===== src/rtl/femto_bus_pkg.sv =====
// Shared definitions for the FemtoRV32 native-bus arbiter slice.
// Provides the arbiter FSM encoding, the request op encoding and bus widths.
// No ports; imported by femto_req_slot and femto_mem_arbiter.
package femto_bus_pkg;

  localparam int DATA_W = 32;
  localparam int MASK_W = 4;

  localparam logic OP_RD = 1'b0;
  localparam logic OP_WR = 1'b1;

  typedef enum logic [1:0] {
    ST_IDLE  = 2'd0,
    ST_ISSUE = 2'd1,
    ST_WAIT  = 2'd2
  } state_t;

endpackage


===== src/rtl/femto_req_slot.sv =====
// Single-entry request capture buffer for one master of the native bus.
// Latency: strobe captured at the end of its cycle; busy is combinational (high in the strobe cycle).
// Backpressure: busy stays high while the slot is pending; a strobe into a full slot is ignored.
// Ports: clk/reset; addr/wdata/wmask/rstrb from the master; clear from the arbiter;
//        pending, slot_addr/slot_wdata/slot_wmask/slot_op to the arbiter; rbusy/wbusy to the master.
module femto_req_slot
  import femto_bus_pkg::*;
#(
  parameter int ADDR_WIDTH = 32
) (
  input  logic                  clk,
  input  logic                  reset,
  input  logic [ADDR_WIDTH-1:0] addr,
  input  logic [DATA_W-1:0]     wdata,
  input  logic [MASK_W-1:0]     wmask,
  input  logic                  rstrb,
  input  logic                  clear,
  output logic                  pending,
  output logic [ADDR_WIDTH-1:0] slot_addr,
  output logic [DATA_W-1:0]     slot_wdata,
  output logic [MASK_W-1:0]     slot_wmask,
  output logic                  slot_op,
  output logic                  rbusy,
  output logic                  wbusy
);

  logic is_wr;
  logic strobe;

  assign is_wr  = |wmask;
  assign strobe = rstrb | is_wr;

  always_ff @(posedge clk) begin
    if (!reset) begin
      pending    <= 1'b0;
      slot_addr  <= '0;
      slot_wdata <= '0;
      slot_wmask <= '0;
      slot_op    <= OP_RD;
    end else if (clear) begin
      pending <= 1'b0;
    end else if (!pending && strobe) begin
      // A write strobe overrides a simultaneous read strobe.
      pending    <= 1'b1;
      slot_addr  <= addr;
      slot_wdata <= wdata;
      slot_wmask <= wmask;
      slot_op    <= is_wr ? OP_WR : OP_RD;
    end
  end

  // The CPU samples busy in the strobe cycle itself, so the raw strobe is folded in.
  assign rbusy = (pending && (slot_op == OP_RD)) || rstrb;
  assign wbusy = (pending && (slot_op == OP_WR)) || is_wr;

endmodule


===== src/rtl/femto_mem_arbiter.sv =====
// Round-robin two-master to one-slave arbiter for the FemtoRV32 native memory bus.
// Latency: master strobe at T -> slave strobe at T+2 -> completion sampled T+3 -> master free T+4 (+1 per slave wait).
// Backpressure: slave rbusy/wbusy stall WAIT; masters are held busy until their own request completes.
// Ports: m0_*/m1_* master buses (addr, wdata, wmask, rstrb in; rdata, rbusy, wbusy out);
//        s_* registered slave bus (addr, wdata, wmask, rstrb out; rdata, rbusy, wbusy in); arb_grant out.
module femto_mem_arbiter
  import femto_bus_pkg::*;
#(
  parameter int   ADDR_WIDTH = 32,
  parameter logic RR_INIT    = 1'b1
) (
  input  logic                  clk,
  input  logic                  reset,
  input  logic [ADDR_WIDTH-1:0] m0_addr,
  input  logic [DATA_W-1:0]     m0_wdata,
  input  logic [MASK_W-1:0]     m0_wmask,
  input  logic                  m0_rstrb,
  output logic [DATA_W-1:0]     m0_rdata,
  output logic                  m0_rbusy,
  output logic                  m0_wbusy,
  input  logic [ADDR_WIDTH-1:0] m1_addr,
  input  logic [DATA_W-1:0]     m1_wdata,
  input  logic [MASK_W-1:0]     m1_wmask,
  input  logic                  m1_rstrb,
  output logic [DATA_W-1:0]     m1_rdata,
  output logic                  m1_rbusy,
  output logic                  m1_wbusy,
  output logic [ADDR_WIDTH-1:0] s_addr,
  output logic [DATA_W-1:0]     s_wdata,
  output logic [MASK_W-1:0]     s_wmask,
  output logic                  s_rstrb,
  input  logic [DATA_W-1:0]     s_rdata,
  input  logic                  s_rbusy,
  input  logic                  s_wbusy,
  output logic                  arb_grant
);

  state_t                state, state_next;
  logic                  last_grant;
  logic                  do_grant, done, grant_sel;
  logic [1:0]            pend, clear;
  logic [ADDR_WIDTH-1:0] addr0, addr1, sel_addr;
  logic [DATA_W-1:0]     wdata0, wdata1, sel_wdata;
  logic [MASK_W-1:0]     mask0, mask1, sel_mask;
  logic                  op0, op1, sel_op, cur_op;

  femto_req_slot #(.ADDR_WIDTH(ADDR_WIDTH)) u_slot0 (
    .clk(clk), .reset(reset), .addr(m0_addr), .wdata(m0_wdata), .wmask(m0_wmask),
    .rstrb(m0_rstrb), .clear(clear[0]), .pending(pend[0]), .slot_addr(addr0),
    .slot_wdata(wdata0), .slot_wmask(mask0), .slot_op(op0),
    .rbusy(m0_rbusy), .wbusy(m0_wbusy)
  );

  femto_req_slot #(.ADDR_WIDTH(ADDR_WIDTH)) u_slot1 (
    .clk(clk), .reset(reset), .addr(m1_addr), .wdata(m1_wdata), .wmask(m1_wmask),
    .rstrb(m1_rstrb), .clear(clear[1]), .pending(pend[1]), .slot_addr(addr1),
    .slot_wdata(wdata1), .slot_wmask(mask1), .slot_op(op1),
    .rbusy(m1_rbusy), .wbusy(m1_wbusy)
  );

  always_ff @(posedge clk) begin
    if (!reset) state <= ST_IDLE;
    else        state <= state_next;
  end

  always_comb begin
    state_next = state;
    do_grant   = 1'b0;
    done       = 1'b0;
    // On a tie the master that did not win last time goes next.
    grant_sel  = (pend == 2'b11) ? ~last_grant : pend[1];
    case (state)
      ST_IDLE: begin
        if (|pend) begin
          do_grant   = 1'b1;
          state_next = ST_ISSUE;
        end
      end
      // Slave busy is meaningless while the strobe is still on the bus.
      ST_ISSUE: state_next = ST_WAIT;
      ST_WAIT: begin
        if (!s_rbusy && !s_wbusy) begin
          done       = 1'b1;
          state_next = ST_IDLE;
        end
      end
      default: state_next = ST_IDLE;
    endcase
  end

  always_comb begin
    sel_addr  = grant_sel ? addr1  : addr0;
    sel_wdata = grant_sel ? wdata1 : wdata0;
    sel_mask  = grant_sel ? mask1  : mask0;
    sel_op    = grant_sel ? op1    : op0;
    cur_op    = arb_grant ? op1    : op0;
    clear     = {done && arb_grant, done && !arb_grant};
  end

  always_ff @(posedge clk) begin
    if (!reset) begin
      s_addr     <= '0;
      s_wdata    <= '0;
      s_wmask    <= '0;
      s_rstrb    <= 1'b0;
      arb_grant  <= 1'b0;
      last_grant <= RR_INIT;
      m0_rdata   <= '0;
      m1_rdata   <= '0;
    end else begin
      if (do_grant) begin
        arb_grant <= grant_sel;
        s_addr    <= sel_addr;
        s_wdata   <= sel_wdata;
        s_rstrb   <= (sel_op == OP_RD);
        s_wmask   <= (sel_op == OP_WR) ? sel_mask : '0;
      end else begin
        // Strobes are single-cycle pulses: only the grant cycle sets them.
        s_rstrb <= 1'b0;
        s_wmask <= '0;
      end
      if (done) begin
        last_grant <= arb_grant;
        if (cur_op == OP_RD) begin
          if (arb_grant) m1_rdata <= s_rdata;
          else           m0_rdata <= s_rdata;
        end
      end
    end
  end

endmodule


===== config.mk =====
export PLATFORM = sky130hd
export DESIGN_NAME = femto_mem_arbiter
export DESIGN_NICKNAME = d
export VERILOG_FILES = /design/src/rtl/femto_bus_pkg.sv /design/src/rtl/femto_req_slot.sv /design/src/rtl/femto_mem_arbiter.sv
export SDC_FILE = /design/constraint.sdc
export NUM_CORES = 1
export LEC_CHECK = 0
export BUFFER_PORTS_ARGS = -buffer_cell sky130_fd_sc_hd__buf_4
export CAP_MARGIN = 20
export CORE_MARGIN = 1
export CORE_UTILIZATION = 30
export CTS_CLUSTER_DIAMETER = 40
export DETAILED_ROUTE_END_ITERATION = 16
export GPL_TIMING_DRIVEN = 0
export SLEW_MARGIN = 5
export SYNTH_ARGS = -nofsm -noshare
export SYNTH_HDL_FRONTEND = slang
export SYNTH_SLANG_ARGS = --single-unit

===== constraint.sdc =====
create_clock -name clk -period 4.31 [get_ports clk]
set_clock_uncertainty 0.15 [all_clocks]
set_input_delay 0.862 -clock clk [delete_from_list [all_inputs] [get_ports clk]]
set_output_delay 0.862 -clock clk [all_outputs]
set_load 0.01 [all_outputs]

==> results of run 1 <==
==> cells by family after synthesis <==
group	count (synthesis)
muxes	137
buffers and inverters	135
AOI/OAI and AO/OA	277
DFF	277
and+or+nand+nor	499
==> metal layers <==
metal	up-vias	part of all wire (%)	global-route usage (%)
met5	-	0.12	0
met4	6	2.2	5.89
met2	358	47	34.4
met1	5079	44	26.8
met3	63	7.1	5.01
li1	5271	-	-
==> tightest hold or removal path: cells and delay by family, from the launching register on <==
family | cells | cell delay [ns]
flip-flops | 1 | 0.30
multiplexers | 1 | 0.05
AND/OR/NAND/NOR | 1 | 0.05
==> placed cells by master (no fill, tap or decap), types with 3 or more instances in the layout <==
cell type     n
nand2_1     408
buf_4       310
dfxtp_1     277
mux2i_1     136
a21oi_1     132
clkbuf_1    107
nand3_1      74
o21ai_0      65
a311oi_1     64
clkbuf_16    43
buf_2        15
clkinv_2     10
buf_1         8
inv_6         6
inv_1         5
nor2_1        5
clkbuf_8      5
bufinv_16     4
clkinvlp_4    4
diode_2       3
buf_6         3
nor3_1        3
==> area by class of cell <==
cell class / count / share of cell area (%)
multi-input cells: 913 / 32.7
clock buffers: 51 / 7.46
repair buffers: 310 / 15.0
inverters: 5 / 0.121
clock inverters: 25 / 1.69
well taps: 468 / 3.78
plain buffers: 130 / 3.42
flip-flops and latches: 277 / 35.8
diodes: 3 / 0.0485
==> path summary, 6_finish.rpt <==
kind | from | end | cells past startpoint
setup / recovery | m1_wmask[3] | m1_wbusy | 4
hold / removal | u_slot0.slot_addr[13]$_SDFFE_PN0P_ | u_slot0.slot_addr[13]$_SDFFE_PN0P_ | 2
setup reg to reg | state[0]$_SDFFE_PN0P_ | u_slot1.slot_addr[19]$_SDFFE_PN0P_ | 5
hold reg to reg | u_slot0.slot_addr[13]$_SDFFE_PN0P_ | u_slot0.slot_addr[13]$_SDFFE_PN0P_ | 2
==> sequential cells by signal (all words and copies together) (netlist names) <==
register	cells
u_slot0.slot_wmask	4
s_wmask	4
s_wdata	32
s_rstrb	1
m0_rdata	32
m1_rdata	32
s_addr	32
u_slot1.slot_op	1
arb_grant	1
u_slot1.slot_addr	32
u_slot1.slot_wmask	4
u_slot0.pending	1
u_slot0.slot_wdata	32
u_slot0.slot_op	1
last_grant	1
u_slot1.slot_wdata	32
state	2
u_slot0.slot_addr	32
u_slot1.pending	1
==> power groups by stage <==
stage                     Clock, mW  Combinational, mW  Sequential, mW
final                          3.42               1.00            2.85
after CTS                      3.48               1.01            2.85
after global placement            0              0.992            2.90
after detailed placement          0               1.01            2.90
after floorplan                   0              0.491            2.91
after global routing           3.60               1.09            2.87
==> metrics by stage <==
step	util [%]	cells	hold slack, ns	power (mW)	area (um2)
3_5_place_dp	38.4	2103	0.297	3.91	14100
5_1_grt	42.3	2180	0.319	7.56	15500
2_1_floorplan	-	1325	0.285	3.40	11100
3_3_place_gp	38.4	2103	0.293	3.89	14100
4_1_cts	42.3	2179	0.306	7.35	15500
6_report	42.3	2182	0.305	7.28	15500
==> impl_results.md, run 1 <==
* Status: finished, final reports clean
* Clock Root Buffer: clkbuf_16
* WL final at 40.5 mm
* Die X at 195 um
* Mapped Area at 0.0111 mm2
* # DRC at 0
* Power per standard cell area at 470 mW/mm2
* Simple logic cell fraction of the synthesized area at 17.9%
* Required time of the worst setup path at 3.30 ns
* Post-CTS Resized at 0
* CP Class: in -> out
* Asr flop ratio synth at 0%
* Reg power frac at 39.2%
* Die area at 0.0379 mm2
* Least-Margin Pin Slew at 1.21 ns
* Via count at 10800
* Vias in the first global route at 10700
* Core Footprint at 0.0366 mm2
* Post-synth net total at 1499
* RSZ-0062 raised after global routing: no
* # fillers at 3769
* Total congestion overflow at 0
* Int Pwr at 5.33 mW
* Sw power at 1.95 mW
* Post-layout min period at 3.04 ns
* Most common cell in the netlist: nand2_1
* Placer congestion estimate at 0.844
* VDD IR-drop max at 0.305 mV
* Largest family of logic cells by synthesized area: simple AND/OR/NAND/NOR gates
* GRT Total Usage at 20.8%
* Largest net degree at the start of global routing at 12
* Fraction of the mapped netlist area in adder cells at 0%
* Unique cell type count in the Yosys netlist at 35
* CP max stage delay at 0.76 ns
* Worst setup margin at 1.27 ns
* Top cells by area, synth: dfxtp_1, nand2_1, mux2i_1, a21oi_1, a311oi_1
* Delay-heaviest family, CP: simple AND/OR/NAND/NOR gates
* Startpoint Class: input port
* Die extent in y at 195 um
* Cts hold-fix bufs at 0
* Comb pwr share at 13.7%
* Post-Synth XOR/XNOR Area at 0%
* TritonRoute pass-1 iters at 5
* Routed vias/inst at 4.94
* Register area at 0.00555 mm2
* DP HPWL at 30.4 mm
* Final setup viols at 0
* Num CTS Buffers at 43
* Fin. Hold Viols at 0
* Cell mode on critical path: buf_4
* Initial detailed-routing violation count at 506
* CTS tree: done
* Top Ports at 312
* Post-CTS setup buffer count at 0
* Slowest cell on crit path: nor4_1
* Crit Path Max Fanout at 4
* Sw Share at 26.7%
* Avg Cell Area, Syn at 8.41 um2
* Initial antenna violation count at 5
* Final TNS setup at 0 ns
* Fin nets at 1854
* Area grow syn2layout at 39.0%
* Most instantiated cells after synthesis: nand2_1, dfxtp_1, mux2i_1
* Drt wl/cell at 18.6 um
* Hold WC Path Type: reg -> reg
* Mapped Cells at 1325
* Reg2reg setup slack at 1.34 ns
* Flops & latches, synth at 277
* Max-Cap Viols at 0
* Multi-input gate area at 0.00506 mm2
* Worst Path Buf+Inv at 2
* Critical path endpoint category: output port
* CP arrival at 2.03 ns
* Yosys warning total at 0
* Rel. slew slack at 19.1%
* Period utilization at 70.6%
* Max-slew violations at 0
* Post-Place Worst Slack at 0.823 ns
* Row cnt at 70
* # port buffers at 310
* Post-synth EDFFs at 0
* Mux share of post-synthesis cell area at 12.3%
* Post-DRT Antenna Nets at 0
* H-tree depth at 2
* Part of the Yosys area used for sequential elements at 49.7%
* # clock sinks at 277
* Crit-path cells: buf_4, nor4_1, nand2_1, buf_4
* Cell accounting for the most synthesized area: dfxtp_1
* Worst skew pair latency at 0.52 ns
* Share of layout cells above drive strength 1 at 23.7%
* First-pass GRT wire length at 61.6 mm
* Compound-Gate Fraction of Synth Area at 15.1%
* Initial Utilization at 30.4%
* Ys flop type: dfxtp_1
* Clock-pin transition on the worst setup and hold timing paths at 0.05 ns
* Leakage at 6.52 nW
* Clock share of power at 47.0%
* Clock buffer depth at 3
* Synth top area share at 49.7%
* Fmax at 0.329 GHz
No activity file was read; power rests on OpenSTA's default activity.
==> run 2: changes to the inputs <==
- clock period: 4.31 -> 2.7 ns (I/O delays scaled with it)
==> run 2 against run 1 <==
The flow now finishes with violations (setup timing). Wire length increased by 0.24%. Non-clock buffer count decreased by 1. First-iteration DRC count decreased by 5.1%. Via count increased by 0.18%.
==> impl_results.md, run 2 (synthesized netlist as in run 1, its figures left out) <==
* TritonRoute pass-1 iters at 5 (unchanged)
* Clock Root Buffer: clkbuf_16 (unchanged)
* Finished Layout Cells at 2181 (was 2182)
* Share of layout cells above drive strength 1 at 24.5% (was 23.7%)
* Die area at 0.0379 mm2 (unchanged)
* Clock buffer depth at 3 (unchanged)
* Clock-pin transition on the worst setup and hold timing paths at 0.05 ns (about the same)
* FF-to-FF path depth at 5 (unchanged)
* Initial detailed-routing violation count at 480 (was 506)
* DP HPWL at 30.4 mm (unchanged)
* WL final at 40.6 mm (was 40.5 mm)
* Period utilization at 100%
* Final setup viols at 1 (was 0)
* Area grow syn2layout at 39.3% (was 39.0%)
* Die extent in y at 195 um (unchanged)
* Hold WC Path Type: in -> reg (was reg -> reg)
* Post-DRT Antenna Nets at 0 (unchanged)
* Core Footprint at 0.0366 mm2 (unchanged)
* Die X at 195 um (unchanged)
* Least-Margin Pin Slew at 1.26 ns (was 1.21 ns)
* Layout Utilization at 42.4% (was 42.3%)
* Most frequent cells in the layout: nand2_1, buf_4, dfxtp_1, mux2i_1, a21oi_1 (unchanged)
* Area after DPL at 0.0141 mm2 (unchanged)
* RSZ-0062 raised after global routing: yes (was no)
* Vias in the first global route at 10700 (about the same)
* Critical path endpoint category: output port (unchanged)
* Row cnt at 70 (unchanged)
* Fin. Hold Viols at 0 (unchanged)
* Fin area at 0.0155 mm2 (about the same)
* Required time of the worst setup path at 2.01 ns (was 3.30 ns)
* Max-slew violations at 0 (unchanged)
* # clock sinks at 277 (unchanged)
* DP Cell Count at 2103 (unchanged)
* Final hold slack at 0.123 ns (was 0.305 ns)
* Placer congestion estimate at 0.844 (unchanged)
* Worst skew pair latency at 0.52 ns (about the same)
* Fmax at 0.369 GHz
* Post-CTS setup buffer count at 0 (unchanged)
* Cts hold-fix bufs at 0 (unchanged)
* VDD IR-drop max at 0.487 mV (was 0.305 mV)
* First-pass GRT wire length at 61.6 mm (about the same)
* Startpoint Class: input port (unchanged)
* Worst hold stages at 3 (was 2)
* Total congestion overflow at 0 (unchanged)
* Routed vias/inst at 4.95 (was 4.94)
* CP arrival at 2.02 ns (was 2.03 ns)
* Initial antenna violation count at 5 (unchanged)
* # DRC at 0 (unchanged)
* Worst setup margin at -0.00673 ns (was 1.27 ns)
* Drt wl/cell at 18.6 um (about the same)
* Post-layout min period at 2.71 ns
* Top Ports at 312 (unchanged)
* # port buffers at 310 (unchanged)
* Rel. slew slack at 14.9% (was 19.1%)
* CTS tree: done (unchanged)
* Largest net degree at the start of global routing at 12 (unchanged)
* Num CTS Buffers at 43 (unchanged)
* Power per standard cell area at 749 mW/mm2 (was 470 mW/mm2)
* Initial Utilization at 30.4% (unchanged)
* Post-Place Worst Slack at -0.465 ns (was 0.823 ns)
* Fin nets at 1853 (was 1854)
* Via count at 10800 (about the same)
* H-tree depth at 2 (unchanged)
* Power consumption at 11.6 mW (was 7.28 mW)
* Final TNS setup at -0.00673 ns (was 0 ns)
* CP Class: in -> out (unchanged)
* Max-Cap Viols at 0 (unchanged)
* Failing checks: setup timing
* # fillers at 3760 (was 3769)
* Status: finished, violations left (was finished, final reports clean)
* Crit Path Max Fanout at 4 (unchanged)
* GRT Total Usage at 20.8% (about the same)
* Leakage at 6.55 nW (was 6.52 nW)
* Most common cell after layout, fill and taps aside: nand2_1 (unchanged)
==> run 2: report_power, final <==
part           switching, mW  internal, mW
combinational          0.925         0.680
clock                   2.01          3.45
sequential             0.174          4.38
total                   3.11          8.52
==> run 2: repair_timing <==
action	4_1_cts	5_1_grt
endpoints found under the setup margin	21	89
gates cloned	0	0
resized for setup	4	16
==> run 2: layout make-up <==
class | count | area (um2) | area share (%)
plain buffers | 129 | 539 | 3.47
clock inverters | 25 | 262 | 1.68
well taps | 468 | 586 | 3.77
repair buffers | 310 | 2330 | 15.0
inverters | 5 | 18.8 | 0.121
multi-input cells | 913 | 5090 | 32.8
flip-flops and latches | 277 | 5550 | 35.7
diodes | 3 | 7.51 | 0.0483
clock buffers | 51 | 1160 | 7.44
==> run 2: worst paths after layout <==
path	to	startpoint	slack [ns]
max reg2reg	m0_rdata[24]$_SDFFE_PN0P_	state[1]$_SDFFE_PN0P_	0.13
min	u_slot1.slot_addr[5]$_SDFFE_PN0P_	m1_addr[5]	0.12
min reg2reg	u_slot0.slot_addr[27]$_SDFFE_PN0P_	u_slot0.slot_addr[27]$_SDFFE_PN0P_	0.31
max	m1_wbusy	m1_wmask[3]	-0.007
==> run 2: critical path: stages <==
cell and delay, ns:
buf_4 0.11, nor4_1 1.05, nand2_1 0.10, buf_4 0.21
==> run 2: metal layers <==
layer | wire [um] | GRT usage, % | vias up
met1 | 18100 | 26.8 | 5123
li1 | - | - | 5268
met2 | 18800 | 34.4 | 336
met3 | 2730 | 5.01 | 63
met4 | 911 | 5.89 | 6
met5 | 48 | 0 | -
